### src/rtl/ps2_scan_rx.sv
// ---------------------------------------------------------------------------
// ps2_scan_rx
// PS/2 keyboard receive front end. Conditions the raw PS/2 clock/data pins
// (2-FF synchronisers plus a run-length glitch filter on the clock), then
// deserialises the 11-bit frame {start, d0..d7, parity, stop} into an 8-bit
// scan code with a parity-good flag for the scan-code-to-glyph stage.
//
// Optional feature: define PS2_BREAK_FILTER_EN to swallow E0 prefixes and
// F0-prefixed break sequences so only make codes are emitted.
//
// Parameters
//   FILTER_LEN      consecutive equal samples before the filtered clock moves
//   TIMEOUT_CYCLES  clocks without a filtered falling edge mid-frame -> abort
//
// Ports
//   clk         in   system clock, posedge
//   rst_n       in   asynchronous active-low reset
//   ps2_clk     in   raw PS/2 clock pin (asynchronous)
//   ps2_data    in   raw PS/2 data pin (asynchronous)
//   scan_code   out  [7:0] last received code, held between frames
//   par         out  1 = odd parity of the last emitted frame was correct
//   code_valid  out  one-cycle pulse when scan_code/par update
//   frame_err   out  one-cycle pulse on bad stop bit or timeout
// ---------------------------------------------------------------------------
module ps2_scan_rx #(
  parameter int FILTER_LEN     = 8,
  parameter int TIMEOUT_CYCLES = 100000
) (
  input  logic       clk,
  input  logic       rst_n,
  input  logic       ps2_clk,
  input  logic       ps2_data,
  output logic [7:0] scan_code,
  output logic       par,
  output logic       code_valid,
  output logic       frame_err
);

  localparam int FW = $clog2(FILTER_LEN + 1);
  localparam int TW = $clog2(TIMEOUT_CYCLES + 1);

  localparam logic [1:0] S_IDLE   = 2'd0;
  localparam logic [1:0] S_DATA   = 2'd1;
  localparam logic [1:0] S_PARITY = 2'd2;
  localparam logic [1:0] S_STOP   = 2'd3;

  logic          r_clk_s1, r_clk_s2;
  logic          r_dat_s1, r_dat_s2;
  logic          r_fclk, r_fclk_d;
  logic [FW-1:0] r_fcnt;
  logic [1:0]    r_state;
  logic [2:0]    r_bit_cnt;
  logic [7:0]    r_shift;
  logic          r_par_bit;
  logic [TW-1:0] r_tcnt;
  logic [7:0]    r_scan_code;
  logic          r_par;
  logic          r_code_valid;
  logic          r_frame_err;
`ifdef PS2_BREAK_FILTER_EN
  logic          r_break_pending;
`endif

  logic w_fall;
  logic w_timeout;

  // Synchronisers idle high, matching the PS/2 bus idle level, so reset
  // release never looks like a falling edge.
  always_ff @(posedge clk or negedge rst_n) begin
    if (!rst_n) begin
      r_clk_s1 <= 1'b1;
      r_clk_s2 <= 1'b1;
      r_dat_s1 <= 1'b1;
      r_dat_s2 <= 1'b1;
    end else begin
      r_clk_s1 <= ps2_clk;
      r_clk_s2 <= r_clk_s1;
      r_dat_s1 <= ps2_data;
      r_dat_s2 <= r_dat_s1;
    end
  end

  // Filtered clock follows the synchronised clock only after FILTER_LEN
  // consecutive samples that disagree with it; any agreeing sample restarts
  // the run, so short glitches are dropped.
  always_ff @(posedge clk or negedge rst_n) begin
    if (!rst_n) begin
      r_fclk   <= 1'b1;
      r_fclk_d <= 1'b1;
      r_fcnt   <= '0;
    end else begin
      r_fclk_d <= r_fclk;
      if (r_clk_s2 == r_fclk) begin
        r_fcnt <= '0;
      end else if (r_fcnt == FW'(FILTER_LEN - 1)) begin
        r_fclk <= r_clk_s2;
        r_fcnt <= '0;
      end else begin
        r_fcnt <= r_fcnt + FW'(1);
      end
    end
  end

  // The one-cycle strobe is taken from the registered copy so the frame
  // engine acts one clock after the filtered clock moves.
  assign w_fall    = r_fclk_d & ~r_fclk;
  assign w_timeout = (r_state != S_IDLE) && (r_tcnt == TW'(TIMEOUT_CYCLES));

  // Mid-frame inactivity counter; saturates instead of wrapping.
  always_ff @(posedge clk or negedge rst_n) begin
    if (!rst_n) begin
      r_tcnt <= '0;
    end else if (r_state == S_IDLE || w_fall) begin
      r_tcnt <= '0;
    end else if (r_tcnt != TW'(TIMEOUT_CYCLES)) begin
      r_tcnt <= r_tcnt + TW'(1);
    end
  end

  // Frame engine. Pulses default low every cycle; every pulse returns the
  // FSM to IDLE, and IDLE produces no pulse, so pulses can never repeat on
  // consecutive cycles or coincide.
  always_ff @(posedge clk or negedge rst_n) begin
    if (!rst_n) begin
      r_state         <= S_IDLE;
      r_bit_cnt       <= '0;
      r_shift         <= '0;
      r_par_bit       <= 1'b0;
      r_scan_code     <= 8'h00;
      r_par           <= 1'b0;
      r_code_valid    <= 1'b0;
      r_frame_err     <= 1'b0;
`ifdef PS2_BREAK_FILTER_EN
      r_break_pending <= 1'b0;
`endif
    end else begin
      r_code_valid <= 1'b0;
      r_frame_err  <= 1'b0;
      if (w_fall) begin
        case (r_state)
          S_IDLE: begin
            // A high start bit is treated as line noise, not an error.
            if (!r_dat_s2) begin
              r_state   <= S_DATA;
              r_bit_cnt <= '0;
            end
          end
          S_DATA: begin
            r_shift <= {r_dat_s2, r_shift[7:1]};
            if (r_bit_cnt == 3'd7) begin
              r_state <= S_PARITY;
            end else begin
              r_bit_cnt <= r_bit_cnt + 3'd1;
            end
          end
          S_PARITY: begin
            r_par_bit <= r_dat_s2;
            r_state   <= S_STOP;
          end
          default: begin
            r_state <= S_IDLE;
            if (r_dat_s2) begin
`ifdef PS2_BREAK_FILTER_EN
              // E0 is dropped outright; F0 arms the swallow of the
              // following code, so only make codes go downstream.
              if (r_shift == 8'hF0) begin
                r_break_pending <= 1'b1;
              end else if (r_shift != 8'hE0) begin
                if (r_break_pending) begin
                  r_break_pending <= 1'b0;
                end else begin
                  r_scan_code  <= r_shift;
                  r_par        <= ^{r_shift, r_par_bit};
                  r_code_valid <= 1'b1;
                end
              end
`else
              r_scan_code  <= r_shift;
              r_par        <= ^{r_shift, r_par_bit};
              r_code_valid <= 1'b1;
`endif
            end else begin
              r_frame_err <= 1'b1;
`ifdef PS2_BREAK_FILTER_EN
              r_break_pending <= 1'b0;
`endif
            end
          end
        endcase
      end else if (w_timeout) begin
        r_state     <= S_IDLE;
        r_frame_err <= 1'b1;
`ifdef PS2_BREAK_FILTER_EN
        r_break_pending <= 1'b0;
`endif
      end
    end
  end

  assign scan_code  = r_scan_code;
  assign par        = r_par;
  assign code_valid = r_code_valid;
  assign frame_err  = r_frame_err;

endmodule

### config.mk
export PLATFORM = sky130hd
export DESIGN_NAME = ps2_scan_rx
export DESIGN_NICKNAME = d
export VERILOG_FILES = /design/src/rtl/ps2_scan_rx.sv
export SDC_FILE = /design/constraint.sdc
export NUM_CORES = 1
export LEC_CHECK = 0
export ABC_AREA = 1
export CAP_MARGIN = 0
export CORE_ASPECT_RATIO = 0.75
export CORE_MARGIN = 8
export CORE_UTILIZATION = 25
export DETAILED_ROUTE_END_ITERATION = 12
export RECOVER_POWER = 50
export SLEW_MARGIN = 10
export SYNTH_ARGS = -nofsm -noshare
export SYNTH_HDL_FRONTEND = slang
export SYNTH_SLANG_ARGS = --single-unit
### constraint.sdc
create_clock -name clk -period 1.4 [get_ports clk]
set_input_delay 0.28 -clock clk [delete_from_list [all_inputs] [get_ports clk]]
set_output_delay 0.28 -clock clk [all_outputs]
set_load 0.005 [all_outputs]
# ---- Word-level counts from Yosys, hierarchy flattened
# Cells that the tools add are included.
dict set report classes {
  n_eq_ne 11
  mux 19
  shift 0
  n_addsub 3
  div_mod_pow 0
  mul 0
  n_reduce_logical 15
  magnitude_cmp 0
  n_bitwise 4
}
# cell count
set ops {}
lappend ops {{$mux W17} 2}
lappend ops {{$add A17 B1 Y17 const B} 1}
lappend ops {{$eq A17 B17 Y1 const B} 1}
lappend ops {{$ne A17 B17 Y1 const B} 1}
lappend ops {{$reduce_xor A9 Y1} 1}
lappend ops {{$mux W2} 4}
lappend ops {{$mux W4} 2}
lappend ops {{$reduce_bool A2 Y1} 4}
lappend ops {{$mux W1} 7}
lappend ops {{$mux W3} 2}
lappend ops {{$ne A3 B3 Y1 const B} 2}
lappend ops {{$pmux W2 S3} 1}
lappend ops {{$pmux W3 S2} 1}
lappend ops {{$reduce_and A2 Y1} 3}
lappend ops {{$reduce_and A3 Y1} 2}
lappend ops {{$add A4 B1 Y4 const B} 1}
lappend ops {{$eq A4 B3 Y1 const B} 1}
lappend ops {{$ne A2 B2 Y1 const B} 2}
lappend ops {{$reduce_and A4 Y1} 1}
lappend ops {{$add A3 B1 Y3 const B} 1}
lappend ops {{$eq A3 B3 Y1 const B} 1}
lappend ops {{$not A1 Y1} 3}
lappend ops {{$reduce_or A3 Y1} 1}
lappend ops {{$eq A2 B1 Y1 const B} 1}
lappend ops {{6 further kinds} 6}
dict set report totals {
  out_inout_bits 11
  ff_bits 52
  mem_count 0
  mem_bits_ro 0
  wordCells 68
  mem_bits_rw 0
  latchBits 0
}

# ---- Longest topological paths before layout
# Gate-level depths: netlist (run 1).
dict set report depth {
  ltp_word 4
  ltp_mapped 9
}

# ---- Worst setup path after synthesis (run 1)
# Ideal clock, no wire load.
dict set report synth_path {
  kind {reg2reg}
  startpoint {register r_bit_cnt[0]}
  endpoint {register r_state[0]}
  setup_slack_ns 0.068
  stages_incl_launch_ff 9
  required_time_ns 1.283
  period_less_slack_ns 1.332
  path_buffers 0
  setup_time_ns 0.117
  arrival_ns 1.215
  path_cell_list {dfrtp_1 ha_1 ha_1 nor2_1 inv_1 nand2_1 nand2_1 nand2_1 nand2_1}
}
dict set report synth_via {
  elab_chain_cells 3
}
# item line_no
set synth_rtl {}
lappend synth_rtl {{start: declaration} 52} ;# logic [2:0] r_bit_cnt;
lappend synth_rtl {{start signal: assignment} 153} ;# r_bit_cnt <= r_bit_cnt + 3'd1;
lappend synth_rtl {{$eq A3 B3 Y1} 150} ;# if (r_bit_cnt == 3'd7) begin
lappend synth_rtl {{$ne A3 B3 Y1 (no source line)} -}
lappend synth_rtl {{$reduce_and A3 Y1 (no source line)} -}
lappend synth_rtl {{end signal: assignment} 151} ;# r_state <= S_PARITY;
lappend synth_rtl {{end signal: assignment} 158} ;# r_state <= S_STOP;
lappend synth_rtl {{end signal: assignment} 161} ;# r_state <= S_IDLE;
lappend synth_rtl {{end: declaration} 51} ;# logic [1:0] r_state;
# Every way passes these cells.
# A chain may end at the register's enable or synchronous reset.

# ---- Worst setup path in the final report (run 1)
dict set report layout_path {
  startpoint {register r_fclk_d}
  endpoint {register r_scan_code[4] (netlist: scan_code[4])}
}
dict set report layout_via {
  elab_chain_cells 2
}
# item line_no
set layout_rtl {}
lappend layout_rtl {{start: declaration} 49} ;# logic r_fclk, r_fclk_d;
lappend layout_rtl {{start signal: assignment} 92} ;# r_fclk_d <= r_fclk;
lappend layout_rtl {{$and A1 B1 Y1} 106} ;# assign w_fall = r_fclk_d & ~r_fclk;
lappend layout_rtl {{$reduce_and A3 Y1 (no source line)} -}
lappend layout_rtl {{end signal: assignment} 178} ;# r_scan_code <= r_shift;
lappend layout_rtl {{end: declaration} 56} ;# logic [7:0] r_scan_code;
# Every way passes these cells.

==> reports/metrics.csv, run 1 <==
metric,value,unit
setup TNS,0,ns
initial antenna violation count,0,
Worst-Margin Slew,0.7257,ns
placed cell count,472,
drt total wl,5422,microns
starting density of the core,25.46,%
worst endpoint required time,1.58,ns
r2r worst-path depth,7,
slowest cell on the critical path,dfstp_2,
status,finished clean,
worst vdd ir,576.8,uV
routed vias,2054,
Setup crit start kind,flop,
Row Count,32,
largest net degree at the start of global routing,40,
DRC viols,0,
reg2reg end,scan_code[4]$_DFFE_PN0P_,
NumNets Final,365,
synth warn,0,
WL per Instance,11.09,microns
final setup fails,0,
Overall Global Routing Usage,7.944,%
area grow syn2layout,33.45,%
Num CTS Buffers,5,
synthesized area,0.002589,sq mm
static leakage,1.590,nW
io pins,15,
Worst Hold Class,reg2reg,
maximum achievable frequency,714.3,MHz
Antenna Nets Post-Route,0,
Final Non-Filler Cells,489,
GP Congestion,0.8824,
post-layout util,33.97,%
layout cells sized above 1,27.48,%
Pre-Repair DR Iteration Count,4,
Max clock buf depth,2,
Period minus WS final,1.400,ns
max incr delay on CP,0.53,ns
CTS tree,yes,
max cap viols,0,
clk_lat worst skew,0.29,ns
"Arr. time, crit path",1.58,ns
clock sink count,52,
Clock Root Buffer,clkbuf_16,
worst path cell trace,inv_2 > nor2_4 > buf_6 > nand3_4 > clkbuf_16 > nand2_2 > o21ai_1,
unrepaired setup endpoints after global routing,true,
syn_nets,321,
Pins Over Slew Limit,0,
CP Class,reg2reg,
power density cells,1125,mW/mm^2
Antenna Cells,0,
"Max FO, Critical Path",6,
vias in the first global route,1995,
synthesized netlist cell count,308,
Register-to-Register Setup Slack,0.0001,ns
r2r startpoint,r_fclk_d$_DFF_PN1_,
clock-pin slew on the worst setup and hold paths,0.07,ns
via/cell ratio,4.200,
first-pass GRT wire length,9349,microns
First DRT Iteration DRCs,82,
relative slew slack,51.62,%
DIE AREA,0.01390,sq mm
CORE AREA,0.01017,sq mm
post-synthesis cell type count,30,
"Hold Vio Cnt, Final",0,
H-tree depth,2,
chip height,104.1,microns
Synth Register Bits,52,
PortBufs,14,
Filler Cells Inserted,1040,
Final Skew,0.007228,ns
Worst Setup End Kind,flop,
period utilization,99.99,%
hold depth,0,
hold endpoint,r_dat_s2$_DFF_PN1_,
Final HPWL DP,3875,microns
hold_sp,r_dat_s1$_DFF_PN1_,
synthesized area per cell,8.405,sq um
Die Wd,133.5,microns
"Seq/Total Area, Yosys",50.56,%
GRT overflow,0,
[synth_stat cells]
library cell / instances / share of area (%)
nand3_1: 17 / 3.3
buf_6: 1 / 0.43
mux2_2: 1 / 0.43
nand3b_1: 1 / 0.29
nand2_1: 87 / 13
a21oi_1: 6 / 1.2
nor2_4: 4 / 1.7
inv_1: 39 / 5.7
ha_1: 9 / 4.4
dfstp_2: 6 / 6.1
o31ai_1: 1 / 0.29
buf_2: 2 / 0.39
xor2_1: 5 / 1.7
nor2_1: 35 / 5.1
nand3_4: 2 / 1.4
nand4_1: 8 / 1.9
nor3_1: 4 / 0.77
or2_2: 1 / 0.24
nor3_2: 1 / 0.39
clkinv_1: 1 / 0.14
nand2_2: 2 / 0.48
dfrtp_1: 46 / 44
nand3_2: 1 / 0.39
o21ai_0: 18 / 3.5
nor3b_1: 1 / 0.29
xnor2_1: 4 / 1.4
o211ai_1: 1 / 0.29
o21ai_1: 2 / 0.39
and2_2: 1 / 0.29
nor2_2: 1 / 0.24
[cells in the final DEF (no fill, tap or decap), types with 5 or more instances in the layout]
master and count:
dfrtp_1 42, clkbuf_16 6, o21ai_0 12, nor2_1 30, o21ai_1 6, a21oi_1 6
nand2_2 8, dfstp_2 6, dlygate4sd2_1 11, nand2_1 77, xor2_1 5, nand4_1 8
buf_4 17, inv_1 31, inv_2 8, nor2_4 7, nand3_1 13
[worst max-delay path by stage]
stage                                         from                  endpoint  slack [ns]
after floorplan           r_bit_cnt[0]$_DFFE_PN0P_    r_state[0]$_DFFE_PN0P_        0.07
after global placement          r_fclk_d$_DFF_PN1_  r_bit_cnt[0]$_DFFE_PN0P_       0.006
after detailed placement        r_fclk_d$_DFF_PN1_  r_bit_cnt[0]$_DFFE_PN0P_       -0.02
after CTS                    r_tcnt[0]$_DFFE_PN0P_     r_tcnt[1]$_DFFE_PN0P_       0.005
after global routing         r_tcnt[0]$_DFFE_PN0P_    r_state[1]$_DFFE_PN0P_       -0.07
final                           r_fclk_d$_DFF_PN1_  scan_code[4]$_DFFE_PN0P_      0.0001
[worst max-delay path, delay by kind of cell, from the launching register on]
| family | cells | cell delay, ns |
|---|---|---|
| compound gates | 1 | 0.05 |
| buf+inv | 3 | 0.37 |
| flops | 1 | 0.53 |
| simple gates | 3 | 0.34 |
[logic make-up (layout without fill, tap and decap cells)]
group                    count (synthesis)  in the layout  share of synthesized area, %
AND/OR/NAND/NOR                        166            166                         29.39
multiplexers                             1              1                        0.4350
adder cells (fa/ha/maj)                  9              9                         4.350
flip-flops                              52             52                         50.56
buffers and inverters                   43             88                         6.621
XOR/XNOR                                 9              9                         3.045
AO/OA/AOI/OAI                           28             28                         5.607
[cell type report]
type                            count  area [sq um]  share of cell area (%)
Clock inverter                      3         42.54                   1.231
Multi-Input combinational cell    213          1291                   37.38
Tap cell                          136         170.2                   4.926
Timing Repair Buffer               40         360.3                   10.43
Inverter                           40         151.4                   4.382
Sequential cell                    52          1314                   38.03
Clock buffer                        5         125.1                   3.622
[metal layers]
layer	share of wire (%)	global-route usage, %	vias to the layer above
li1	-	-	1063
met4	1.5	1.679	0
met5	0	0	-
met3	3.8	2.268	10
met1	49	10.81	951
met2	45	12.21	30
[metrics by stage]
step                hold slack [ns]  total power, W  worst slack [ns]  area, sq um
floorplan                  -0.01559        0.002089           0.06801         2589
global placement             0.2761        0.002337          0.005611         3025
detailed placement           0.2795        0.002355          -0.01992         3025
CTS                          0.3589        0.003787          0.004980         3226
global route                 0.3623        0.004094          -0.06741         3455
finish                       0.3570        0.003888         0.0001001         3455
[power by group]
group | leakage [nW] | switching, W | total, W | internal [W]
Sequential | 0.696 | 0.0000801 | 0.00170 | 0.00162
Combinational | 0.814 | 0.000439 | 0.000819 | 0.000379
Clock | 0.0798 | 0.000533 | 0.00137 | 0.000840
[registers in the layout (all words and copies together), names as in the netlist, 2 cells and up]
register and flops:
r_tcnt 17, r_shift 8, scan_code 8, r_fcnt 4
r_bit_cnt 3, r_state 2
[what timing repair did]
| action | CTS | global route |
|---|---|---|
| pin swaps | 2 | 16 |
| gates cloned | 0 | 1 |
| resized for setup | 15 | 62 |
| setup endpoints to repair | 19 | 32 |
| setup buffers | 3 | 4 |
| hold endpoints to repair | 46 | 0 |
| hold buffers | 1 | 0 |
Power figures use the tool's default switching activity.
==> run 2: changes to the inputs <==
--- a/config.mk
+++ b/config.mk
@@ -16,3 +16,4 @@
 export SYNTH_ARGS = -nofsm -noshare
 export SYNTH_HDL_FRONTEND = slang
 export SYNTH_SLANG_ARGS = --single-unit
+export TNS_END_PERCENT = 30
==> constraint.sdc (replaced) <==
create_clock -name clk -period 1.1 [get_ports clk]
set_input_delay 0.22 -clock clk [delete_from_list [all_inputs] [get_ports clk]]
set_output_delay 0.22 -clock clk [all_outputs]
set_load 0.005 [all_outputs]
==> run 2 against run 1 <==
Compared with the run above: the run now ends with negative setup slack left; clock power is 30% higher; total power is 33% higher; count of clock-buffer cells in the layout stayed put; maximum frequency is 0.96% higher; critical path depth is 1 higher; wire length is 9.7% higher; worst hold slack better by 0.00097 ns; global-route usage is 0.83 points higher; sequential share of layout area is 1.6 points lower; via count is 5.9% higher; register-to-register slack worse by 0.29 ns; design area is 4.3% higher; critical endpoint is now r_state[1]$_DFFE_PN0P_; largest cell class unchanged; highest routed layer unchanged.
==> reports/metrics.csv, run 2 (synthesized netlist as in run 1, its figures left out) <==
metric,value,unit
status,finished with violations,
failing checks,negative setup slack,
area of placed instances,0.003226,sq mm
worst vdd ir,678.2,uV
Pins Over Slew Limit,0,
most frequent cells in the layout,"nand2_1, dfrtp_1, buf_4",
clock sink count,52,
Worst-Margin Slew,0.5204,ns
r2r worst-path depth,8,
unrepaired setup endpoints after global routing,true,
Max clock buf depth,2,
DIE AREA,0.01390,sq mm
Combinational Power Share,24.1,%
"Hold Vio Cnt, Final",0,
DRC viols,0,
fin area,0.003602,sq mm
relative slew slack,65.30,%
PortBufs,14,
maximum achievable frequency,721.2,MHz
Int Power,0.003743,W
switching pwr,0.001445,W
routed wl met2,2803,microns
slack of the critical path,-0.2866,ns
CP Class,reg2reg,
worst endpoint required time,1.27,ns
via/cell ratio,4.215,
starting density of the core,25.46,%
r2r startpoint,r_bit_cnt[0]$_DFFE_PN0P_,
Worst Setup End Kind,flop,
Antenna Nets Post-Route,0,
period utilization,126.1,%
H-tree depth,2,
Biggest register,r_tcnt,
post-place setup slack,-0.3008,ns
Die Wd,133.5,microns
CORE AREA,0.01017,sq mm
max cap viols,0,
NumNets Final,392,
Setup crit start kind,flop,
Num CTS Buffers,5,
vias in the first global route,2184,
Largest register FFs,17,
DR top layer,met4,
"Max FO, Critical Path",3,
Metal-1 WL,2937,microns
Clock power frac,34.4,%
layout cells sized above 1,33.68,%
static leakage,1.655,nW
GP Congestion,0.8315,
area grow syn2layout,39.15,%
largest net degree at the start of global routing,41,
io pins,15,
First DRT Iteration DRCs,97,
Pre-Repair DR Iteration Count,4,
first-pass GRT wire length,10170,microns
Final HPWL DP,4061,microns
Filler Cells Inserted,1029,
initial antenna violation count,0,
chip height,104.1,microns
setup TNS,-7.311,ns
final setup fails,43,
crit path from,r_bit_cnt[0]$_DFFE_PN0P_,
hold depth,0,
Row Count,32,
"commonest non-fill, non-tap cell in the layout",nand2_1,
Final Skew,0.006889,ns
clk_lat worst skew,0.29,ns
hold_sp,r_clk_s1$_DFF_PN1_,
drt total wl,5948,microns
power share of the sequential group,41.6,%
Worst Hold Class,reg2reg,
routed vias,2175,
Clock Root Buffer,clkbuf_16,
GRT overflow,0,
clock-pin slew on the worst setup and hold paths,0.07,ns
WL per Instance,11.53,microns
CTS tree,yes,
Antenna Cells,0,
Overall Global Routing Usage,8.775,%
power density cells,1440,mW/mm^2
switch share,27.85,%
wire length on met3,171,microns
"Arr. time, crit path",1.56,ns
Period minus WS final,1.387,ns
-- run 2: changes by cell type in the layout (fill, tap and decap cells not counted), moves of 2 or more --
cell / before / now
inv_1: 31 / 33
inv_2: 8 / 6
buf_4: 17 / 44
dfrtp_1: 42 / 44
dlygate4sd2_1: 11 / 0
nand3_1: 13 / 15
clkbuf_2: 1 / 5
nor2_4: 7 / 5
nand2_4: 4 / 0
buf_2: 0 / 6
nand2_2: 8 / 10
dfrtp_2: 4 / 2
nand3_2: 4 / 2
-- run 2: stage by stage --
step           util, %  hold WS [ns]  std cells  power (W)
6_report         35.42        0.3579        516   0.005188
5_1_grt          35.42        0.3670        516   0.005437
4_1_cts          34.38        0.3324        509   0.005094
3_5_place_dp     31.72        0.2174        497   0.003068
3_3_place_gp     31.72        0.2120        497   0.003038
2_1_floorplan        -      -0.07559        308   0.002676
-- run 2: power groups by stage --
stage / combinational (W) / sequential [W] / clock, W
floorplan: 0.000502 / 0.00217 / 0
global placement: 0.000869 / 0.00217 / 0
detailed placement: 0.000899 / 0.00217 / 0
CTS: 0.00113 / 0.00214 / 0.00182
global route: 0.00136 / 0.00217 / 0.00190
finish: 0.00125 / 0.00216 / 0.00178
-- run 2: per-layer routing --
metal,track usage (%),vias to the layer above
li1,-,1112
met1,11.90,1032
met2,13.64,25
met3,2.124,6
met4,2.238,0
met5,0,-
-- run 2: path summary, 6_finish.rpt --
kind | slack [ns] | to
max | -0.29 | r_state[1]$_DFFE_PN0P_
min | 0.36 | r_clk_s2$_DFF_PN1_
max reg2reg | -0.29 | r_state[1]$_DFFE_PN0P_
min reg2reg | 0.36 | r_clk_s2$_DFF_PN1_
max in group asynchronous | 0.15 | r_fclk_d$_DFF_PN1_
min in group asynchronous | 0.47 | r_tcnt[15]$_DFFE_PN0P_
-- run 2: layout make-up --
type / instances / area (sq um) / area share (%)
repair buffers: 67 / 525.5 / 14.59
flip-flops and latches: 52 / 1311 / 36.40
clock inverters: 3 / 42.54 / 1.181
inverters: 40 / 151.4 / 4.203
clock buffers: 5 / 125.1 / 3.473
well taps: 136 / 170.2 / 4.724
multi-input cells: 213 / 1276 / 35.43
-- run 2: worst max-delay path: stages (launching register included) --
cell and delay [ns]:
dfrtp_1 0.40, ha_1 0.21, ha_2 0.19, nor2_4 0.09, inv_1 0.08, nand2_2 0.10, nand2_1 0.08, nand2_1 0.07
nand2_1 0.06
-- run 2: repair_timing --
action | in CTS | in global routing
pin swaps | 7 | 19
setup endpoints to repair | 56 | 49
setup buffers | 3 | 7
gates resized for setup | 58 | 33
gates cloned | 0 | 0
endpoints found under the hold margin | 46 | 0
hold buffers | 1 | 0
